<file path="config.mk">
export PLATFORM = sky130hd
export DESIGN_NAME = thread_scheduler
export DESIGN_NICKNAME = d
export VERILOG_FILES = /design/src/rtl/thread_scheduler.sv
export SDC_FILE = /design/constraint.sdc
export NUM_CORES = 1
export LEC_CHECK = 0
export ABC_AREA = 1
export CAP_MARGIN = 0
export CORE_MARGIN = 8
export CORE_UTILIZATION = 50
export DETAILED_ROUTE_END_ITERATION = 10
export PLACE_DENSITY = 0.92
export SYNTH_ARGS = -nofsm -noshare
export SYNTH_HDL_FRONTEND = slang
export SYNTH_SLANG_ARGS = --single-unit
</file>
<file path="constraint.sdc">
create_clock -name clk_i -period 3 [get_ports clk_i]
set_clock_uncertainty 0.1 [all_clocks]
set_input_delay 0.45 -clock clk_i [delete_from_list [all_inputs] [get_ports clk_i]]
set_output_delay 0.45 -clock clk_i [all_outputs]
set_load 0.005 [all_outputs]
</file>
<file path="src/rtl/thread_scheduler.sv">
// thread_scheduler: round-robin walker over a (core, ctx, seq) thread space.
// A single pointer steps through every thread position; the first enabled,
// non-busy thread it lands on is offered until the consumer accepts it. The
// accepted thread is then busy until a matching done strobe arrives.
// ORDER selects the traversal: 0 = core fastest, then ctx, then seq;
// 1 = ctx fastest, then core, then seq.
// Optional feature: define THREAD_SCHEDULER_WRAP_CNT_EN to count completed
// traversals on wrap_cnt_o. When it is undefined, wrap_cnt_o is tied to 0.
module thread_scheduler #(
  parameter int N_CORES = 4,
  parameter int N_CTX   = 2,
  parameter int N_SEQ   = 2,
  parameter int ORDER   = 0,
  localparam int CW        = (N_CORES > 1) ? $clog2(N_CORES) : 1,
  localparam int XW        = (N_CTX > 1)   ? $clog2(N_CTX)   : 1,
  localparam int SW        = (N_SEQ > 1)   ? $clog2(N_SEQ)   : 1,
  localparam int TW        = CW + XW + SW,
  localparam int N_THREADS = N_CORES * N_CTX * N_SEQ
) (
  input  logic                 clk_i,
  input  logic                 reset_i,
  input  logic [N_THREADS-1:0] thread_en_i,
  input  logic                 done_i,
  input  logic [TW-1:0]        done_num_i,
  output logic                 out_valid_o,
  input  logic                 out_rd_i,
  output logic [TW-1:0]        out_thread_num_o,
  output logic                 all_idle_o,
  output logic [15:0]          wrap_cnt_o
);

  localparam int LW = (N_THREADS > 1) ? $clog2(N_THREADS) : 1;
  localparam logic [CW-1:0] CMAX = CW'(N_CORES - 1);
  localparam logic [XW-1:0] XMAX = XW'(N_CTX - 1);
  localparam logic [SW-1:0] SMAX = SW'(N_SEQ - 1);

  typedef enum logic {SCAN = 1'b0, OFFER = 1'b1} state_t;

  state_t               state_q;
  logic [CW-1:0]        core_q, core_d;
  logic [XW-1:0]        ctx_q, ctx_d;
  logic [SW-1:0]        seq_q, seq_d;
  logic [N_THREADS-1:0] busy_q;
  logic                 out_valid_q;
  logic [TW-1:0]        out_num_q;

  logic [LW-1:0]        cur_lin;
  logic                 eligible;
  logic                 accept;
  logic                 step;

  logic [CW-1:0]        dn_core;
  logic [XW-1:0]        dn_ctx;
  logic [SW-1:0]        dn_seq;
  logic                 dn_ok;
  logic [LW-1:0]        dn_lin;
  logic                 dn_hit;

  // Linear index of the pointer; the pointer never holds an unused encoding.
  assign cur_lin  = LW'(int'(core_q) * N_CTX * N_SEQ + int'(ctx_q) * N_SEQ + int'(seq_q));
  assign eligible = thread_en_i[cur_lin] & ~busy_q[cur_lin];
  assign accept   = (state_q == OFFER) & out_rd_i;
  // The pointer moves while scanning past ineligible slots and after an accept.
  assign step     = ((state_q == SCAN) & ~eligible) | accept;

  // done_num is only trusted when every field names a real core/ctx/seq.
  assign dn_core = done_num_i[TW-1 -: CW];
  assign dn_ctx  = done_num_i[SW +: XW];
  assign dn_seq  = done_num_i[SW-1:0];
  assign dn_ok   = (int'(dn_core) < N_CORES) && (int'(dn_ctx) < N_CTX) && (int'(dn_seq) < N_SEQ);
  assign dn_lin  = LW'(int'(dn_core) * N_CTX * N_SEQ + int'(dn_ctx) * N_SEQ + int'(dn_seq));
  assign dn_hit  = done_i & dn_ok & busy_q[dn_lin];

  // Next pointer position: odometer over the three fields in ORDER's nesting.
  always_comb begin
    core_d = core_q;
    ctx_d  = ctx_q;
    seq_d  = seq_q;
    if (ORDER == 0) begin
      if (core_q != CMAX) core_d = core_q + 1'b1;
      else begin
        core_d = '0;
        if (ctx_q != XMAX) ctx_d = ctx_q + 1'b1;
        else begin
          ctx_d = '0;
          if (seq_q != SMAX) seq_d = seq_q + 1'b1;
          else               seq_d = '0;
        end
      end
    end else begin
      if (ctx_q != XMAX) ctx_d = ctx_q + 1'b1;
      else begin
        ctx_d = '0;
        if (core_q != CMAX) core_d = core_q + 1'b1;
        else begin
          core_d = '0;
          if (seq_q != SMAX) seq_d = seq_q + 1'b1;
          else               seq_d = '0;
        end
      end
    end
  end

  // Scan/offer FSM with registered offer outputs and the traversal pointer.
  always_ff @(posedge clk_i) begin
    if (reset_i) begin
      state_q     <= SCAN;
      core_q      <= '0;
      ctx_q       <= '0;
      seq_q       <= '0;
      out_valid_q <= 1'b0;
      out_num_q   <= '0;
    end else begin
      case (state_q)
        SCAN: begin
          if (eligible) begin
            state_q     <= OFFER;
            out_valid_q <= 1'b1;
            out_num_q   <= {core_q, ctx_q, seq_q};
          end
        end
        OFFER: begin
          // Offer is held regardless of thread_en until the consumer takes it.
          if (out_rd_i) begin
            state_q     <= SCAN;
            out_valid_q <= 1'b0;
          end
        end
      endcase
      if (step) begin
        core_q <= core_d;
        ctx_q  <= ctx_d;
        seq_q  <= seq_d;
      end
    end
  end

  // Busy tracking: done clears, accept sets; on different threads both apply.
  always_ff @(posedge clk_i) begin
    if (reset_i) begin
      busy_q <= '0;
    end else begin
      if (dn_hit) busy_q[dn_lin]  <= 1'b0;
      if (accept) busy_q[cur_lin] <= 1'b1;
    end
  end

  assign out_valid_o      = out_valid_q;
  assign out_thread_num_o = out_num_q;
  assign all_idle_o       = ~|busy_q;

`ifdef THREAD_SCHEDULER_WRAP_CNT_EN
  logic        at_last;
  logic [15:0] wrap_q;

  assign at_last = (core_q == CMAX) && (ctx_q == XMAX) && (seq_q == SMAX);

  // Count every step that takes the pointer from the last slot back to origin.
  always_ff @(posedge clk_i) begin
    if (reset_i)             wrap_q <= '0;
    else if (step & at_last) wrap_q <= wrap_q + 16'd1;
  end

  assign wrap_cnt_o = wrap_q;
`else
  assign wrap_cnt_o = '0;
`endif

endmodule
</file>
== Word-level counts from Yosys, hierarchy flattened ==
Index checks and enable logic that the tools add are counted.

* Bits in registers: 26
* Bits of input ports: 24
* Output and inout port bits: 22
* Word-level logic and storage cells: 63

* Add/sub/neg operators: 7
* $lt $le $gt $ge: 4
* Equality and inequality tests: 3
* Multiplexer cells: 22
* Bitwise gates (word level): 12
* Reductions and logical operators: 8

{| class="wikitable"
|+ Operators by type and width
! cell !! count
|-
| 16-bit two-way mux || 3
|-
| 16-bit AND || 1
|-
| 16-bit inverter || 1
|-
| 16-bit OR || 1
|-
| 16-bit OR reduction || 1
|-
| 1-bit binary-select mux with 4-bit select || 3
|-
| 1-bit two-way mux || 11
|-
| 4-bit by 5-bit < comparator with 1-bit output, second input constant || 2
|-
| 4-bit by 1-bit adder with 4-bit output || 2
|-
| 4-bit by 2-bit adder with 4-bit output || 2
|-
| 1-bit demux with 4-bit select || 2
|-
| 4-bit by 1-bit >= comparator with 1-bit output, second input constant || 2
|-
| 2-bit inequality test, second input constant || 3
|-
| 2-bit AND reduction || 3
|-
| 1-bit AND || 4
|-
| 1-bit inverter || 4
|-
| 1-bit one-hot mux with 2 select lines || 2
|-
| 3-bit AND reduction || 1
|-
| 1-bit adder, second input constant || 2
|-
| 2-bit by 1-bit adder with 2-bit output, second input constant || 1
|-
| 1-bit logical AND || 2
|-
| 2-bit two-way mux || 1
|-
| 1-bit logical NOT || 1
|-
| 1-bit OR || 1
|}

== Longest topological paths before layout ==
Gate-level depths: netlist (run 1).

* Word-level depth: 12
* Gate-level depth with buffers: 13
* Depth with buffers taken out: 12

== Least setup slack after synthesis (run 1) ==
OpenSTA, ideal clock, no wires.

* Kind: input port to flip-flop
* Start point: in done_num_i[0]
* End point: reg busy_q[2]
* Setup time: 142 ps
* Arrival: 1385 ps
* Data required time: 2758 ps
* Path slack: 1373 ps
* Stages on the path: 11
* Path buffers: 1
* Cell sequence: nor2_1 a22oi_1 nand2_1 nand2_1 nand2_1 inv_2 nand2_4 buf_6 nand3_2 nand2_1 a21oi_2

* Cells in the longest elaborated chain, start to end: 11
* Elaborated cells on any way between the ends: 15
* Classes of those cells: add/sub: 1; order compare: 2; mux: 7; bitwise: 4; reduce/logical: 1

{| class="wikitable"
|+ RTL lines
! element !! line !! RTL
|-
| start, declared || 24 || <nowiki>input logic [TW-1:0] done_num_i,</nowiki>
|-
| 4-bit by 1-bit adder with 4-bit output * || 71 || <nowiki>assign dn_lin = LW'(int'(dn_core) * N_CTX * N_SEQ + int'(dn_ctx) * N_SEQ + int'(dn_seq));</nowiki>
|-
| 4-bit by 5-bit < comparator with 1-bit output (not written as such) or 4-bit by 1-bit >= comparator with 1-bit output (tied branches) || 143 || <nowiki>if (dn_hit) busy_q[dn_lin] <= 1'b0;</nowiki>
|-
| 1-bit logical AND (not written as such) || 143 ||
|-
| 1-bit two-way mux (not written as such) || 143 ||
|-
| 1-bit demux with 4-bit select || 143 ||
|-
| 16-bit inverter (no line) || n/a ||
|-
| 16-bit AND (no line) || n/a ||
|-
| 16-bit two-way mux * || 143 ||
|-
| 16-bit two-way mux * || 140 || <nowiki>if (reset_i) begin</nowiki>
|-
| 16-bit OR (no line) || n/a ||
|-
| 16-bit two-way mux * || 144 || <nowiki>if (accept) busy_q[cur_lin] <= 1'b1;</nowiki>
|-
| end signal, assigned || 141 || <nowiki>busy_q <= '0;</nowiki>
|-
| end signal, assigned by index || 143 ||
|-
| end signal, assigned by index || 144 ||
|-
| end, declared || 43 || <nowiki>logic [N_THREADS-1:0] busy_q;</nowiki>
|}

Every way passes the cells marked *; elsewhere a longest branch is shown, timed or not. The select of a mux whose other input is x is not followed.
A chain may end at the register's enable or synchronous reset.

== Worst setup path after layout (run 1) ==
* Start point: reg busy_q[10]
* End point: out all_idle_o

* Cells in the longest elaborated chain, start to end: 2

{| class="wikitable"
|+ RTL lines
! element !! line !! RTL
|-
| 16-bit OR reduction || 150 || <nowiki>assign all_idle_o = ~|busy_q;</nowiki>
|-
| 1-bit logical NOT || 150 ||
|-
| end, declared || 28 || <nowiki>output logic all_idle_o,</nowiki>
|}

No other way between the ends.

==> metrics.md, run 1 <==
| Metric | Value |
|---|---|
| Status | `finished, final reports clean` |
| Seq/Total Area, Yosys | `0.2603` |
| Post-cts sizing count | `0` |
| Final worst-path cycle share | `0.7704` |
| Clock-pin slew on the worst setup and hold paths | `90 ps` |
| Final TNS setup | `0 ps` |
| FF+latch count, synth | `26` |
| WP buf/inv | `1` |
| Initial antenna violation count | `0` |
| Setup bufs post-CTS | `0` |
| Final hold violation count | `0` |
| Multi-input logic area | `1216 um^2` |
| Share of cells above drive strength 1 | `0.1429` |
| Cells after Synth | `301` |
| Fin cells | `372` |
| # setup viols final | `0` |
| Vias in the first global route | `1,918` |
| Startpoint types | `flip-flop` |
| Reported max-cap violation count | `0` |
| Post-Syn Area per Cell | `6.643 um^2` |
| TritonCTS Sinks | `26` |
| Overall Global Routing Usage | `0.1708` |
| Avg WL per Cell | `14.63 um` |
| Post-DRT Antenna Nets | `0` |
| Critical Path RT | `2450 ps` |
| Initial Util | `0.5109` |
| WP data arrival | `1760 ps` |
| Starting DRC count in detailed routing | `333` |
| Nets | `351` |
| Max-slew headroom | `0.4788` |
| Worst Path Max Fanout | `4` |
| Worst path top cell family by delay | `simple AND/OR/NAND/NOR gates` |
| CP endpoint kind | `primary output` |
| Vias per Instance | `5.470` |
| I/O pins | `46` |
| Period minus WS final | `2311 ps` |
| Fillers | `368` |
| Final Util | `0.5761` |
| Clk root buf | `clkbuf_8` |
| Diode count | `0` |
| Core area | `3914 um^2` |
| CP peak stage delay | `540 ps` |
| Gr ovfl total | `0` |
| Die area | `6278 um^2` |
| Actual slew at the worst max-slew pin | `779.4 ps` |
| Final estimated routing congestion in global placement | `1.009` |
| Hold buffers post-CTS | `0` |
| Pwr dens | `539.6 nW/um^2` |
| Ys Warns | `0` |
| Hold WC Path Type | `reg2reg` |
| Max Buffers Root-to-Sink | `2` |
| # DRC | `0` |
| Largest net degree at the start of global routing | `22` |
| CTS tree | `done` |
| Critical-path cell list | `nor4_1, nand2_1, nor3_1, clkdlybuf4s50_1` |
| Global-route wire length before repair | `8832 um` |
| CP max stage cell | `clkdlybuf4s50_1` |
| # rows | `23` |
| LEAKAGE | `0.8857 nW` |
| Clk_lat worst skew | `280 ps` |
| Die H | `79.24 um` |
| Total clock buffers created by CTS | `3` |
| Reg area | `520.5 um^2` |
| Synth cell types | `31` |
| DR pass1 iterations | `6` |
| Placed Cells | `368` |
| Critical setup path kind | `reg2out` |
| Fmax | `432.7 MHz` |
| Routed vias | `2,035` |
| P&R area growth vs syn | `12.77%` |
| Dpl hpwl | `4029 um` |
| Port Buffers | `29` |
| Peak VDD IR | `0.2495 mV` |
| RSZ-0062 raised after global routing | `false` |
| Final Max Tran Viols | `0` |
| Post-Route WL | `5441 um` |
| Die X | `79.24 um` |
| Synth Cell Area | `1999 um^2` |
| H-tree levels | `1` |
==> sequential cells by signal (all words and copies together) (netlist names) <==
signal            cells
out_thread_num_o      4
ctx_q                 1
core_q                2
seq_q                 1
state_q               1
out_valid_o           1
busy_q               16
==> worst paths after layout <==
| kind | start | to | slack [ps] | depth (start not counted) |
|---|---|---|---|---|
| worst min register to register | out_thread_num_o[2] | out_thread_num_o[2] | 350 | 2 |
| worst max-delay path | busy_q[10] | all_idle_o | 690 | 4 |
| worst min-delay path | out_thread_num_o[2] | out_thread_num_o[2] | 350 | 2 |
| worst max register to register | seq_q | core_q[1] | 890 | 10 |
==> metal layers <==
layer	vias to the layer above	share of wire	global-route usage
met4	0	0.031	0.08148
met2	121	0.48	0.2892
met5	-	0	0
met1	911	0.40	0.2052
li1	980	-	-
met3	23	0.083	0.02709
==> worst min-delay path: cells and delay by family (launching register included) <==
kind,cells,cell delay (ps)
AOI/OAI and AO/OA,1,50
buffers and inverters,1,40
DFF,1,320
==> cell usage in the layout (no fill, tap or decap), types with 3 or more instances in the layout <==
master and instances:
nand3_2 14, o21ai_0 3, inv_1 20, conb_1 16
nor2_1 30, ha_1 4, clkbuf_8 4, nand2_1 95
clkdlybuf4s50_1 29, nand3_1 23, a22oi_1 6, a21oi_2 11
a21oi_1 14, inv_2 4, nor2_4 3, nor3_1 5
dfxtp_1 26
==> final cells by class <==
cell class	instances	share of cell area
Multi-Input combinational cell	236	0.5394
Sequential cell	26	0.2309
Timing Repair Buffer	30	0.1321
Inverter	26	0.04550
Tap cell	50	0.02775
Clock buffer	4	0.02442
==> cell usage after synthesis (all sizes together) <==
master / n / area [um^2]
o21ai: 4 / 20.01
a22oi: 6 / 45.04
nor2: 35 / 158.9
inv: 26 / 102.6
nor3: 5 / 25.02
nand2: 97 / 374.1
nor4: 2 / 12.51
ha: 4 / 50.05
nand4: 3 / 25.02
clkbuf: 3 / 11.26
a21oi: 25 / 166.4
buf: 25 / 205.2
or2: 1 / 6.260
conb: 1 / 3.750
dfxtp: 26 / 520.5
nand3: 38 / 272.8
==> per-stage QoR <==
| step | worst slack (ps) | cell area (um^2) | total power [mW] | hold WS, ps |
|---|---|---|---|---|
| after detailed placement | 673.6 | 2200 | 0.9751 | 341.5 |
| after floorplan | 1373 | 2056 | 0.8399 | 339.6 |
| after global routing | 572.4 | 2255 | 1.293 | 378.1 |
| after global placement | 706.6 | 2200 | 0.9584 | 333.4 |
| final | 688.7 | 2255 | 1.217 | 350.1 |
| after CTS | 706.1 | 2255 | 1.209 | 354.0 |
==> report_power, final <==
part           switching (mW)  internal [mW]  total, mW
sequential             0.0619          0.403      0.465
clock                   0.114          0.118      0.232
combinational           0.304          0.217      0.520
==> kinds of logic after synthesis <==
kind of cell / synth area share
other: 0.001876
AND/OR/NAND/NOR: 0.4374
buffers and inverters: 0.1596
AO/OA/AOI/OAI: 0.1158
adder cells (fa/ha/maj): 0.02503
flip-flops: 0.2603
(Power assumes the default switching activity.)
==> inputs of run 2 (changes only) <==
clock period = 2.3 ns   (was 3 ns; I/O delays follow)
==> metrics.md, run 2 (synthesis results as in run 1) <==
| Metric | Value |
|---|---|
| DR pass1 iterations | `5 (-1)` |
| Int Pwr | `1.051 mW (+43%)` |
| Hold WC Path Type | `reg2reg` |
| Cell count along the critical path | `4 (unchanged)` |
| Share of cells above drive strength 1 | `0.1611 (+0.01824)` |
| Worst Path Max Fanout | `4 (unchanged)` |
| # setup viols final | `0 (unchanged)` |
| Worst Reg-to-Reg Cells | `11 (+1)` |
| Commonest non-fill, non-tap cell in the layout | `nand2_1` |
| Pwr dens | `718.9 nW/um^2 (+33%)` |
| Status | `finished, final reports clean` |
| Max Buffers Root-to-Sink | `2 (unchanged)` |
| Die area | `6278 um^2 (unchanged)` |
| Period minus WS final | `2195 ps` |
| P&R area growth vs syn | `16.21%` |
| CP peak stage delay | `550 ps (about the same)` |
| Final TNS setup | `0 ps (unchanged)` |
| Starting DRC count in detailed routing | `299 (-10%)` |
| Sequential power share | `0.362 (-0.020)` |
| Clk_lat worst skew | `270 ps (about the same)` |
| Smallest setup slack after layout | `104.7 ps (-584.0 ps)` |
| Gr ovfl total | `0 (unchanged)` |
| Final hold violation count | `0 (unchanged)` |
| Total clock buffers created by CTS | `3 (unchanged)` |
| Final Max Tran Viols | `0 (unchanged)` |
| WP data arrival | `1750 ps (about the same)` |
| Crit path from | `busy_q[10]` |
| Top reg by flops | `busy_q` |
| Critical-path cell list | `nor4_1, nand2_1, nor3_1, clkdlybuf4s50_1` |
| Overall Global Routing Usage | `0.1826 (+0.01185)` |
| Post-cts sizing count | `0 (unchanged)` |
| Worst path top cell family by delay | `simple AND/OR/NAND/NOR gates` |
| Sw Ratio | `0.3708 (-0.02313)` |
| Sw power | `619.4 uW (+29%)` |
| Clock-pin slew on the worst setup and hold paths | `90 ps (about the same)` |
| Multi-input logic area | `1216 um^2 (unchanged)` |
| Vias in the first global route | `1,990 (+3.8%)` |
| Max-slew headroom | `0.6588 (+0.1800)` |
| Reg area | `520.5 um^2 (unchanged)` |
| Startpoint types | `flip-flop` |
| CTS tree | `done` |
| Die X | `79.24 um (unchanged)` |
| Port Buffers | `29 (unchanged)` |
| Setup crit end | `all_idle_o` |
| Global-route wire length before repair | `9301 um (+5.3%)` |
| Flip-flop count of the largest register after layout | `16 (unchanged)` |
| CP endpoint kind | `primary output` |
| Clk root buf | `clkbuf_8` |
| Post-DRT Antenna Nets | `0 (unchanged)` |
| R2R setup slack | `310 ps (-580 ps)` |
| Nets | `358 (+2.0%)` |
| Routed vias | `2,087 (+2.6%)` |
| I/O pins | `46 (unchanged)` |
| Core area | `3914 um^2 (unchanged)` |
| CP max stage cell | `clkdlybuf4s50_1` |
| H-tree levels | `1 (unchanged)` |
| Fillers | `350 (-4.9%)` |
| Dpl hpwl | `4207 um (+4.4%)` |
| RSZ-0062 raised after global routing | `false` |
| Avg WL per Cell | `15.05 um (+2.9%)` |
| WP buf/inv | `1 (unchanged)` |
| LEAKAGE | `0.9301 nW (+5.0%)` |
| R2R Path Start | `seq_q` |
| Setup WS pre-CTS | `70.47 ps (-603.2 ps)` |
| Critical Path RT | `1860 ps (-590 ps)` |
| Critical setup path kind | `reg2out` |
| Largest net degree at the start of global routing | `21 (-4.5%)` |
| Diode count | `0 (unchanged)` |
| Peak VDD IR | `0.3242 mV (+30%)` |
| # rows | `23 (unchanged)` |
| Comb pwr share | `0.411 (-0.016)` |
| TritonCTS Sinks | `26 (unchanged)` |
| Initial antenna violation count | `0 (unchanged)` |
| Fmax | `455.5 MHz` |
| FF-to-FF End | `seq_q` |
| Initial Util | `0.5109 (unchanged)` |
| Hold buffers post-CTS | `0 (unchanged)` |
| Actual slew at the worst max-slew pin | `511.1 ps (-268.3 ps)` |
| Die H | `79.24 um (unchanged)` |
| Reported max-cap violation count | `0 (unchanged)` |
| Final worst-path cycle share | `0.9545` |
| Post-Route WL | `5703 um (+4.8%)` |
| # DRC | `0 (unchanged)` |
| Commonest non-fill, non-tap cells in the layout | `nand2_1, nor2_1, clkdlybuf4s50_1, dfxtp_1, nand3_1` |
| Power share of the clock group | `0.227 (+0.037)` |
| Setup bufs post-CTS | `0 (unchanged)` |
| Vias per Instance | `5.507 (+0.66%)` |
| Final estimated routing congestion in global placement | `1.013 (+0.43%)` |
[run 2: cell types whose count changed in the layout (fill, tap and decap cells not counted), sizes merged]
cell,before,now
bufinv,0,1
clkbuf,4,3
buf,1,8
[run 2: area by class of cell]
cell class | count | share of cell area
Clock buffer | 3 | 0.01777
Clock inverter | 1 | 0.01292
Inverter | 26 | 0.04416
Multi-Input combinational cell | 236 | 0.5234
Sequential cell | 26 | 0.2240
Tap cell | 50 | 0.02693
Timing Repair Buffer | 37 | 0.1508
[run 2: worst min path at each step]
stage,from,slack (ps),endpoint,cells past startpoint
after floorplan,out_thread_num_o[0],340,out_thread_num_o[0],2
after global placement,out_thread_num_o[1],330,out_thread_num_o[1],2
after detailed placement,out_thread_num_o[1],340,out_thread_num_o[1],2
after CTS,out_thread_num_o[0],360,out_thread_num_o[0],2
after global routing,out_thread_num_o[0],370,out_thread_num_o[0],2
final,out_thread_num_o[3],350,out_thread_num_o[3],2
[run 2: worst reg2reg max path, cell delays in order (launching register included)]
cell and delay (ps):
dfxtp_1 640, buf_4 250, nor2_4 60, nand2_1 50, nand2_1 40, nor2_1 100
nand2_1 80, nand3_2 80, nand3_4 170, nand3_1 150, nand2_1 90, a21oi_2 130
[run 2: metrics by stage]
| stage | utilization | area (um^2) | total power [mW] | cells | hold WS, ps |
|---|---|---|---|---|---|
| 2_1_floorplan | - | 2056 | 1.096 | 316 | 339.6 |
| 3_3_place_gp | 0.5754 | 2252 | 1.265 | 375 | 333.4 |
| 3_5_place_dp | 0.5754 | 2252 | 1.282 | 375 | 342.5 |
| 4_1_cts | 0.5937 | 2323 | 1.665 | 379 | 355.8 |
| 5_1_grt | 0.5937 | 2323 | 1.779 | 379 | 372.6 |
| 6_report | 0.5937 | 2323 | 1.670 | 379 | 348.3 |
[run 2: power groups by stage]
stage / Combinational (mW) / Clock, mW / Sequential, mW
floorplan: 0.505 / 0 / 0.590
global placement: 0.658 / 0 / 0.607
detailed placement: 0.671 / 0 / 0.611
CTS: 0.679 / 0.385 / 0.602
global route: 0.753 / 0.411 / 0.615
finish: 0.686 / 0.380 / 0.604
[run 2: per-layer routing]
metal	vias up	GRT usage	part of all wire
met2	138	0.2991	0.46
met4	0	0.1074	0.050
met3	37	0.03950	0.10
li1	995	-	-
met1	917	0.2141	0.39
met5	-	0	0
